<file path="src/rtl/fetch_stage.sv">
`timescale 1ns/1ps
// Instruction fetch stage: owns the PC, issues in-order imem requests under a credit limit,
// buffers responses and hands {pc, instr} to decode. Optional: FETCH_MISALIGN_CHECK_EN.

module fetch_fifo #(
  parameter int W     = 32,
  parameter int DEPTH = 2
) (
  input  logic                       clock,
  input  logic                       reset,
  input  logic                       i_flush,
  input  logic                       i_push,
  input  logic [W-1:0]               i_data,
  input  logic                       i_pop,
  output logic [W-1:0]               o_head,
  output logic [$clog2(DEPTH):0]     o_count
);
  localparam int PW = $clog2(DEPTH);
  localparam int CW = PW + 1;

  logic [W-1:0]  r_mem [DEPTH];
  logic [PW-1:0] r_wr;
  logic [PW-1:0] r_rd;
  logic [CW-1:0] r_cnt;

  // Storage needs no reset: the head is only consumed while the count is non-zero.
  always_ff @(posedge clock) begin
    if (i_push && !i_flush) r_mem[r_wr] <= i_data;
  end

  always_ff @(posedge clock or posedge reset) begin
    if (reset) begin
      r_wr  <= '0;
      r_rd  <= '0;
      r_cnt <= '0;
    end else if (i_flush) begin
      r_wr  <= '0;
      r_rd  <= '0;
      r_cnt <= '0;
    end else begin
      if (i_push) r_wr <= r_wr + PW'(1);
      if (i_pop)  r_rd <= r_rd + PW'(1);
      r_cnt <= r_cnt + CW'(i_push) - CW'(i_pop);
    end
  end

  assign o_head  = r_mem[r_rd];
  assign o_count = r_cnt;
endmodule

module fetch_stage #(
  parameter logic [31:0] RESET_PC = 32'h0100_0000,
  parameter int          DEPTH    = 2
) (
  input  logic        clock,
  input  logic        reset,
  output logic        imem_req_valid,
  input  logic        imem_req_ready,
  output logic [31:0] imem_req_addr,
  input  logic        imem_rsp_valid,
  input  logic [31:0] imem_rsp_data,
  input  logic        redirect_valid,
  input  logic [31:0] redirect_pc,
  output logic        out_valid,
  input  logic        out_ready,
  output logic [31:0] out_pc,
  output logic [31:0] out_instr,
  output logic        out_misalign
);
  localparam int CW = $clog2(DEPTH) + 1;

  typedef struct packed {
    logic [31:0] pc;
    logic [31:0] instr;
    logic        mis;
  } ent_t;

  logic [31:0]   r_fetch_pc;
  logic [CW-1:0] r_inflight;
  logic [CW-1:0] r_drop;

  logic          w_halt;
  logic          w_mis_pend;
  logic [31:0]   w_mis_pc;
  logic [31:0]   w_redir_pc;
  logic          w_credit;
  logic          w_req_fire;
  logic          w_rsp;
  logic          w_rsp_take;
  logic          w_enq;
  logic          w_deq;
  ent_t          w_enq_ent;
  ent_t          w_head;
  logic [CW-1:0] w_q_cnt;
  logic [31:0]   w_pend_pc;
  logic [CW-1:0] w_unused_pend_cnt;

`ifdef FETCH_MISALIGN_CHECK_EN
  logic        r_halt;
  logic        r_mis_pend;
  logic [31:0] r_mis_pc;

  // A misaligned target parks fetch and queues one marker entry the next cycle.
  always_ff @(posedge clock or posedge reset) begin
    if (reset) begin
      r_halt     <= 1'b0;
      r_mis_pend <= 1'b0;
      r_mis_pc   <= '0;
    end else if (redirect_valid) begin
      r_halt     <= |redirect_pc[1:0];
      r_mis_pend <= |redirect_pc[1:0];
      r_mis_pc   <= redirect_pc;
    end else begin
      r_mis_pend <= 1'b0;
    end
  end

  assign w_halt     = r_halt;
  assign w_mis_pend = r_mis_pend;
  assign w_mis_pc   = r_mis_pc;
  assign w_redir_pc = redirect_pc;
`else
  logic w_unused_lo;
  assign w_unused_lo = ^redirect_pc[1:0];
  assign w_halt      = 1'b0;
  assign w_mis_pend  = 1'b0;
  assign w_mis_pc    = '0;
  assign w_redir_pc  = {redirect_pc[31:2], 2'b00};
`endif

  assign w_credit       = ({1'b0, r_inflight} + {1'b0, w_q_cnt}) < (CW+1)'(DEPTH);
  assign imem_req_valid = !reset && !redirect_valid && !w_halt && w_credit;
  assign imem_req_addr  = r_fetch_pc;
  assign w_req_fire     = imem_req_valid && imem_req_ready;

  // Responses with nothing outstanding (e.g. left over from before a reset) are ignored.
  assign w_rsp      = imem_rsp_valid && (r_inflight != '0);
  assign w_rsp_take = w_rsp && (r_drop == '0) && !redirect_valid;

  assign w_enq     = w_mis_pend || w_rsp_take;
  assign w_enq_ent = w_mis_pend ? ent_t'{pc: w_mis_pc, instr: 32'h0000_0013, mis: 1'b1}
                                : ent_t'{pc: w_pend_pc, instr: imem_rsp_data, mis: 1'b0};
  assign w_deq     = out_valid && out_ready;

  fetch_fifo #(.W(32), .DEPTH(DEPTH)) u_pend (
    .clock   (clock),
    .reset   (reset),
    .i_flush (redirect_valid),
    .i_push  (w_req_fire),
    .i_data  (r_fetch_pc),
    .i_pop   (w_rsp_take),
    .o_head  (w_pend_pc),
    .o_count (w_unused_pend_cnt)
  );

  fetch_fifo #(.W($bits(ent_t)), .DEPTH(DEPTH)) u_iq (
    .clock   (clock),
    .reset   (reset),
    .i_flush (redirect_valid),
    .i_push  (w_enq),
    .i_data  (w_enq_ent),
    .i_pop   (w_deq),
    .o_head  (w_head),
    .o_count (w_q_cnt)
  );

  always_ff @(posedge clock or posedge reset) begin
    if (reset) begin
      r_fetch_pc <= RESET_PC;
      r_inflight <= '0;
      r_drop     <= '0;
    end else begin
      r_inflight <= r_inflight + CW'(w_req_fire) - CW'(w_rsp);
      if (redirect_valid) begin
        r_fetch_pc <= w_redir_pc;
        // Everything still outstanding after this cycle's response belongs to the old path.
        r_drop     <= r_inflight - CW'(w_rsp);
      end else begin
        if (w_req_fire)                r_fetch_pc <= r_fetch_pc + 32'd4;
        if (w_rsp && (r_drop != '0))   r_drop     <= r_drop - CW'(1);
      end
    end
  end

  assign out_valid    = (w_q_cnt != '0);
  assign out_pc       = out_valid ? w_head.pc    : '0;
  assign out_instr    = out_valid ? w_head.instr : '0;
  assign out_misalign = out_valid && w_head.mis;
endmodule

</file>
<file path="config.mk">
export PLATFORM = sky130hd
export DESIGN_NAME = fetch_stage
export DESIGN_NICKNAME = d
export VERILOG_FILES = /design/src/rtl/fetch_stage.sv
export SDC_FILE = /design/constraint.sdc
export NUM_CORES = 1
export LEC_CHECK = 0
export BUFFER_PORTS_ARGS = -buffer_cell sky130_fd_sc_hd__buf_2
export CAP_MARGIN = 20
export CORE_MARGIN = 1
export CORE_UTILIZATION = 60
export DETAILED_ROUTE_END_ITERATION = 10
export PLACE_DENSITY = 0.82
export SYNTH_ARGS = -nofsm -noshare
export SYNTH_HDL_FRONTEND = slang
export SYNTH_HIERARCHICAL = 1
export SYNTH_SLANG_ARGS = --single-unit
</file>
<file path="constraint.sdc">
create_clock -name clock -period 19.35 [get_ports clock]
set_input_delay 3.87 -clock clock [delete_from_list [all_inputs] [get_ports clock]]
set_output_delay 3.87 -clock clock [all_outputs]
set_load 0.02 [all_outputs]
</file>
==> results of run 1 <==
[registers in the layout, indices dropped and copies added (netlist names)]
signal	count
u_pend/r_rd	1
r_drop	2
u_iq/r_rd	1
imem_req_addr	30
u_iq/r_mem	130
u_iq/o_count	2
u_iq/r_wr	1
u_pend/r_wr	1
u_pend/r_mem	64
r_inflight	2
[stage by stage]
stage          cell area, µm²  total power, mW  utilization (%)  instances  hold WS (ns)
2_1_floorplan           10140           0.9386                -        635        0.5087
3_3_place_gp            11080            1.041            67.07        996        0.5247
3_5_place_dp            11080            1.053            67.07        996        0.5368
4_1_cts                 11760            1.453            71.16       1038        0.5496
5_1_grt                 11790            1.506            71.33       1039        0.5690
6_report                11790            1.442            71.33       1039        0.5481
[routing by layer]
layer	wire [µm]	share of wire, %	global-route usage [%]	vias up
met2	9335	50	37.15	257
met5	0	0	0	-
met1	7460	40	27.95	2806
li1	-	-	-	2649
met4	467	2.5	8.463	0
met3	1279	6.9	3.614	37
[worst reg2reg max path, stage by stage, from the launching register on]
cell and delay [ns]:
dfrtp_1 0.40, and2_1 0.17, fa_1 0.53, nor4_1 0.37
nand2_1 0.20, inv_1 0.15, and3b_1 0.62, buf_4 0.41
[how the worst max path moves through the flow]
stage                            end  slack, ns           start
floorplan           u_iq/r_mem[0][0]       9.53  redirect_valid
global placement      imem_req_valid      10.54  redirect_valid
detailed placement    imem_req_valid      10.53  redirect_valid
CTS                   imem_req_valid      10.53  redirect_valid
global route          imem_req_valid      10.40  redirect_valid
finish                imem_req_valid      10.54  redirect_valid
[area by class of cell]
cell class	count	area (µm²)	share of cell area [%]
sequential	234	6833	57.97
inverter	13	48.80	0.4140
clock inverter	7	35.03	0.2972
clock buffer	35	640.6	5.435
multi-input combinational	360	3068	26.03
timing repair buffer	170	885.9	7.516
tap	220	275.3	2.335
[power groups by stage]
stage / Combinational [mW] / Sequential [mW] / Clock, mW
final: 0.421 / 0.621 / 0.400
after global routing: 0.452 / 0.626 / 0.428
after CTS: 0.409 / 0.636 / 0.408
after detailed placement: 0.408 / 0.646 / 0
after global placement: 0.398 / 0.643 / 0
after floorplan: 0.323 / 0.616 / 0
==> impl_metrics.toml, run 1 <==
[outcome]
outcome = "finished clean"

[die]
die_area_mm2 = 0.01738
rows = 47
core_area_mm2 = 0.01652
initial_utilization_pct = 61.22
pin_count = 169
die_y_um = 131.8
die_w_um = 131.8

[worst_setup_path]
r2r_start = "u_iq/o_count[0]"
crit_required_ns = 15.48
slowest_stage = "buf_2"
critPathBufInv = 2
criticalPathCategory = "in2out"
critical_path.cell_chain = "buf_2 -> nor4_1 -> buf_2"
crit_cells = 3
reg2reg_depth = 7
r2r-end = "u_pend/r_mem[1][21]"
critPathArrivalTime_ns = 4.94
critPathLaunchType = "input port"
cp_top_family = "buffers and inverters"
slowest_delay_ns = 0.73
crit_fanout = 64
cp_common_cell = "buf_2"
cp-end-kind = "output pin"
reg2reg_slack_ns = 16.17

[power_and_ir_drop]
sw_frac_of_total_pct = 31.07
p_leak_nw = 4.649
combPwrFrac_pct = 29.2
clockPowerShare_pct = 27.7
power.internal_mw = 0.9939
ir_drop_uv = 62.25
p_per_area_mw_per_mm2 = 122.3
p_switching_mw = 0.4481
pwr-share-seq_pct = 43.1

[global_route]
grt_max_degree = 68
grt_pass1_vias = 5920
grt_pass1_wl_mm = 29.77
gr-total-overflow = 0
antenna_found_initial = 0
grt_usage_pct = 21.73

[min_path]
hold_end = "r_inflight[0]"
min_delay_path_depth = 1
min_from = "r_inflight[0]"
hp-class = "reg2reg"

[sta]
relSlewSlack_pct = 28.39
report.final.slew_viol_count = 0
period_minus_slack_ns = 8.813
clock_skew_ns = 0.01449
finalCritPeriodShare_pct = 45.54
finalSetupViolations = 0
tightestPinTransition_ns = 1.074
setup_tns_ns = 0
hold_viol = 0
rsz0062_at_grt = "no"
fmax_ghz = 0.1135
setup_ws_ns = 10.54

[clock_tree]
cts_max_level = 1
clockBufferDepth = 3
cts_tree = "yes"
clkTransAtPathRegs_ns = 0.06
clk_latency_ns = 0.51
clkSinkCount = 234
root_buffer = "clkbuf_16"
numCtsBuffers = 23
post_cts_resized = 0
cts_setup_buffers = 0
holdBufCountCts = 0

[detailed_routing]
drc = 0
ant_nets = 0
vias = 5749
first_iter_violations = 401
totalWireLength_mm = 18.54
wl_per_cell_um = 17.85
firstDrtPassIters = 6
post_drt_via_cell_ratio = 5.533

[placed_design]
placement.io_buffers = 164
place_hpwl_mm = 11.84
pre_cts_ws_ns = 10.53
gp_congestion = 0.9100

[final_layout]
n_antenna_cell = 0
drive_above_1_share_pct = 38.22
area_growth_syn_to_layout_pct = 16.51
final_cell_mix = "194 x edfxtp_1, 164 x buf_2, 69 x mux2_4"
final_common_cell = "edfxtp_1"
n_fill_cell = 1096
nets = 880

[synth]
syn_inst = 628
ys.warnings.count = 6
synth_area_mm2 = 0.01012
avgSynthCellArea_um2 = 16.11

[run]
drv_cap = 0
Power figures use the tool's default switching activity.
==> run 2, diff against run 1 <==
--- a/config.mk
+++ b/config.mk
@@ -5,12 +5,13 @@
 export SDC_FILE = /design/constraint.sdc
 export NUM_CORES = 1
 export LEC_CHECK = 0
+export ABC_AREA = 1
 export BUFFER_PORTS_ARGS = -buffer_cell sky130_fd_sc_hd__buf_2
 export CAP_MARGIN = 20
 export CORE_MARGIN = 1
-export CORE_UTILIZATION = 60
+export CORE_UTILIZATION = 52
 export DETAILED_ROUTE_END_ITERATION = 10
-export PLACE_DENSITY = 0.82
+export PLACE_DENSITY = 0.75
 export SYNTH_ARGS = -nofsm -noshare
 export SYNTH_HDL_FRONTEND = slang
 export SYNTH_HIERARCHICAL = 1
==> constraint.sdc (replaced) <==
create_clock -name clock -period 7.2 [get_ports clock]
set_input_delay 1.44 -clock clock [delete_from_list [all_inputs] [get_ports clock]]
set_output_delay 1.44 -clock clock [all_outputs]
set_load 0.02 [all_outputs]
==> run 2 against run 1 <==
Against the previous run: synthesized cell count grew 39%; non-clock buffer count grew 1; synthesized area grew 5.8%; largest power group unchanged; core utilization shrank 9.2 points; die area grew 22%; flip-flop and latch count is the same; global-route usage shrank 2.2 points.
==> impl_metrics.toml, run 2 <==
[final_layout]
top_register = "u_iq/r_mem"
nets = 1125
largest_register_ff_count = 130
utilization_pct = 62.14
area_growth_syn_to_layout_pct = 17.52
final_common_cell = "edfxtp_1"
final_cell_mix = "194 x edfxtp_1, 164 x buf_2, 144 x nand2_1"
n_fill_cell = 1572
drive_above_1_share_pct = 32.77
n_antenna_cell = 0

[die]
die_area_mm2 = 0.02115
die_y_um = 145.4
pin_count = 169
die_w_um = 145.4
rows = 52
initial_utilization_pct = 52.88
core_area_mm2 = 0.02023

[detailed_routing]
vias = 6622
ant_nets = 0
first_iter_violations = 365
totalWireLength_mm = 20.46
wl_per_cell_um = 15.33
post_drt_via_cell_ratio = 4.960
firstDrtPassIters = 4
drc = 0

[power_and_ir_drop]
power.internal_mw = 2.793
combPwrFrac_pct = 26.1
pwr-share-seq_pct = 42.8
p_leak_nw = 5.369
sw_frac_of_total_pct = 32.20
ir_drop_uv = 163.1
p_per_area_mw_per_mm2 = 327.7
clockPowerShare_pct = 31.1
p_switching_mw = 1.327

[clock_tree]
root_buffer = "clkbuf_16"
clk_latency_ns = 0.50
cts_max_level = 1
clkSinkCount = 234
clockBufferDepth = 3
post_cts_resized = 0
cts_setup_buffers = 0
holdBufCountCts = 0
cts_tree = "yes"
numCtsBuffers = 24
clkTransAtPathRegs_ns = 0.06

[global_route]
grt_usage_pct = 19.58
grt_pass1_vias = 6506
grt_max_degree = 68
grt_pass1_wl_mm = 32.79
gr-total-overflow = 0
antenna_found_initial = 0

[worst_setup_path]
critPathArrivalTime_ns = 2.39
critPathLaunchType = "register"
crit_required_ns = 5.76
cp-end-kind = "output pin"
criticalPathCategory = "reg2out"
crit_fanout = 67

[sta]
fmax_ghz = 0.2613
tightestPinTransition_ns = 1.077
clock_skew_ns = 0.009069
relSlewSlack_pct = 28.21
finalSetupViolations = 0
rsz0062_at_grt = "no"
setup_tns_ns = 0
hold_viol = 0
report.final.slew_viol_count = 0
period_minus_slack_ns = 3.827
finalCritPeriodShare_pct = 53.15
hold_slack_ns = 0.5463

[synth]
synth_area_mm2 = 0.01070
ys.warnings.count = 6
avgSynthCellArea_um2 = 12.28
syn_inst = 871

[placed_design]
place_hpwl_mm = 13.12
gp_congestion = 0.8543
placement.io_buffers = 164

[run]
drv_cap = 0

[min_path]
hp-class = "reg2reg"

[outcome]
outcome = "finished clean"
[run 2: area by class of cell]
cell class	count	area (µm²)	area share (%)
timing repair buffer	171	873.3	6.946
clock buffer	32	691.9	5.503
multi-input combinational	489	3204	25.49
clock inverter	12	150.1	1.194
tap	270	337.8	2.687
sequential	234	6833	54.34
inverter	127	483.0	3.841
[run 2: power groups by stage]
| stage | registers [mW] | logic [mW] | clock network [mW] |
|---|---|---|---|
| 6_report | 1.76 | 1.08 | 1.28 |
| 5_1_grt | 1.78 | 1.18 | 1.37 |
| 4_1_cts | 1.77 | 1.09 | 1.31 |
| 3_5_place_dp | 1.79 | 1.08 | 0 |
| 3_3_place_gp | 1.79 | 1.06 | 0 |
| 2_1_floorplan | 1.73 | 0.808 | 0 |
[run 2: path summary, 6_finish.rpt]
kind                                        to  slack (ns)  depth (start not counted)              from
min reg2reg                 u_pend/r_mem[0][2]        0.55                          0  imem_req_addr[2]
max reg2reg                u_pend/r_mem[1][23]        4.08                          9   u_iq/o_count[0]
max                              out_instr[11]        3.37                          4         u_iq/r_rd
min                         u_pend/r_mem[0][2]        0.55                          0  imem_req_addr[2]
max in group asynchronous    imem_req_addr[24]        5.78                          3             reset
min in group asynchronous          u_pend/r_wr        0.83                          2             reset
[run 2: worst max-delay path: stages, from the launching register on]
cell and delay, ns:
dfrtp_4 1.10, mux2_2 0.42, inv_1 0.06, nor2_1 0.04
buf_2 0.19
[run 2: layer usage]
metal | GRT usage (%) | up-vias | wire [µm]
met5 | 0 | - | 0
met4 | 6.053 | 0 | 441
met3 | 2.978 | 32 | 1116
met2 | 34.71 | 208 | 10260
met1 | 24.79 | 3127 | 8649
li1 | - | 3255 | -
[run 2: through the flow]
stage          power [mW]  instances  instance area [µm²]  setup WS, ns
2_1_floorplan       2.540        878                10730         1.938
3_3_place_gp        2.849       1291                11730         3.189
3_5_place_dp        2.879       1291                11730         3.118
4_1_cts             4.165       1335                12570         3.282
5_1_grt             4.331       1335                12570         3.223
6_report            4.120       1335                12570         3.373
==> run 3, diff against run 2 <==
==> constraint.sdc (replaced) <==
create_clock -name clock -period 3.38 [get_ports clock]
set_input_delay 0.676 -clock clock [delete_from_list [all_inputs] [get_ports clock]]
set_output_delay 0.676 -clock clock [all_outputs]
set_load 0.02 [all_outputs]
==> run 3 against run 2 <==
Against the previous run: setup slack worse by 2.9 ns; sequential power is 110% higher; critical path depth is 1 higher; die area stayed put; cell count is 0.52% higher; hold slack worse by 0.49 ns; clock skew is 0.00060 ns lower; via count is 1.0% higher; count of clock-buffer cells in the layout is 4 lower; combinational power is 120% higher; core utilization is 0.33 points higher; first-iteration DRC count is 8.8% lower; critical endpoint is now out_pc[9]; largest power group unchanged; highest routed layer unchanged.
==> impl_metrics.toml, run 3 (synthesis gave the netlist of run 2 again) <==
[worst_setup_path]
crit_fanout = 40
slowest_delay_ns = 0.74
slowest_stage = "dfrtp_4"
reg2reg_depth = 9
critical_path.cell_chain = "buf_12 -> mux2_4 -> inv_1 -> nor2_1 -> buf_2"
crit_required_ns = 2.70
cp-end-kind = "output pin"
r2r-end = "u_pend/r_mem[0][31]"
reg2reg_slack_ns = 0.93
critPathLaunchType = "register"
critPathArrivalTime_ns = 2.22
critPathLaunch = "u_iq/r_rd"
criticalPathCategory = "reg2out"
r2r_start = "r_inflight[0]"

[clock_tree]
clkTransAtPathRegs_ns = 0.06
clockBufferDepth = 3
holdBufCountCts = 0
clk_latency_ns = 0.50
cts_tree = "yes"
post_cts_resized = 0
root_buffer = "clkbuf_16"
numCtsBuffers = 24
cts_max_level = 1
cts_setup_buffers = 0
clkSinkCount = 234

[final_layout]
top_register = "u_iq/r_mem"
largest_register_ff_count = 130
final_common_cell = "edfxtp_1"
drive_above_1_share_pct = 33.12
finalInstanceArea_mm2 = 0.01264
n_fill_cell = 1594
seqCellArea_mm2 = 0.006833
finalNonFillerCells = 1342
area_growth_syn_to_layout_pct = 18.14
nets = 1132
multi_input_area_mm2 = 0.003204
n_antenna_cell = 0
final_cell_mix = "194 x edfxtp_1, 164 x buf_2, 144 x nand2_1"

[detailed_routing]
wl_per_cell_um = 15.41
ant_nets = 0
firstDrtPassIters = 5
first_iter_violations = 333
post_drt_via_cell_ratio = 4.986
drc = 0
vias = 6691
totalWireLength_mm = 20.68

[min_path]
hp-class = "in2async"

[sta]
finalSetupViolations = 0
relSlewSlack_pct = 30.93
clock_skew_ns = 0.008468
setup_tns_ns = 0
report.final.slew_viol_count = 0
tightestPinTransition_ns = 1.036
rsz0062_at_grt = "no"
hold_slack_ns = 0.05688
fmax_ghz = 0.3458
period_minus_slack_ns = 2.892
hold_viol = 0
finalCritPeriodShare_pct = 85.55

[die]
initial_utilization_pct = 52.88
rows = 52
pin_count = 169
die_w_um = 145.4
core_area_mm2 = 0.02023
die_area_mm2 = 0.02115
die_y_um = 145.4

[power_and_ir_drop]
ir_drop_uv = 337.9
p_per_area_mw_per_mm2 = 699.1
finalPower_mw = 8.836
p_leak_nw = 5.409

[global_route]
grt_pass1_vias = 6596
antenna_found_initial = 0
grt_pass1_wl_mm = 33.31
grt_max_degree = 41
grt_usage_pct = 19.74
gr-total-overflow = 0

[placed_design]
placed_area_mm2 = 0.01181
place_hpwl_mm = 13.68
gp_congestion = 0.8324
placement.io_buffers = 164
dp_cells = 1298

[run]
drv_cap = 0

[outcome]
outcome = "finished clean"
## run 3: cell count changes in the layout (fill, tap and decap cells not counted), sizes merged
cell      delta
buf          +7
clkinvlp     +1
bufinv       +1
clkbuf       -4
clkinv       +2
## run 3: per-layer routing
| metal | GRT usage (%) | part of all wire (%) | up-vias |
|---|---|---|---|
| met5 | 0 | 0 | - |
| met3 | 3.041 | 6.2 | 36 |
| met2 | 34.28 | 50 | 226 |
| met4 | 6.421 | 2.1 | 0 |
| met1 | 25.46 | 42 | 3164 |
| li1 | - | - | 3265 |
## run 3: layout make-up
type / instances / share of cell area (%)
well taps: 270 / 2.673
clock buffers: 28 / 5.118
clock inverters: 16 / 1.455
inverters: 127 / 3.821
multi-input cells: 489 / 25.35
flip-flops and latches: 234 / 54.06
repair buffers: 178 / 7.523
## run 3: how the worst max path moves through the flow
stage	to	cells after the start	slack [ns]
after floorplan	u_pend/r_mem[1][0]	9	-0.06
after global placement	u_iq/r_mem[1][3]	7	0.74
after detailed placement	u_iq/r_mem[0][3]	7	0.67
after CTS	out_pc[9]	5	0.41
after global routing	out_pc[9]	5	0.36
final	out_pc[9]	5	0.49
## run 3: per-stage QoR
step / setup WS (ns) / utilization [%]
floorplan: -0.06423 / -
global placement: 0.7448 / 58.36
detailed placement: 0.6699 / 58.36
CTS: 0.4127 / 62.47
global route: 0.3616 / 62.47
finish: 0.4884 / 62.47
## run 3: worst max-delay path, delay by kind of cell, from the launching register on
family	cells	cell delay, ns
multiplexers	1	0.33
AND/OR/NAND/NOR	1	0.05
flip-flops	1	0.74
buffers and inverters	3	0.59
## run 3: power breakdown
part           leakage [nW]  total (mW)  switching [mW]  internal, mW
registers              2.24        3.71           0.321          3.39
logic                  2.77        2.41            1.48         0.929
clock network         0.403        2.72            1.04          1.67
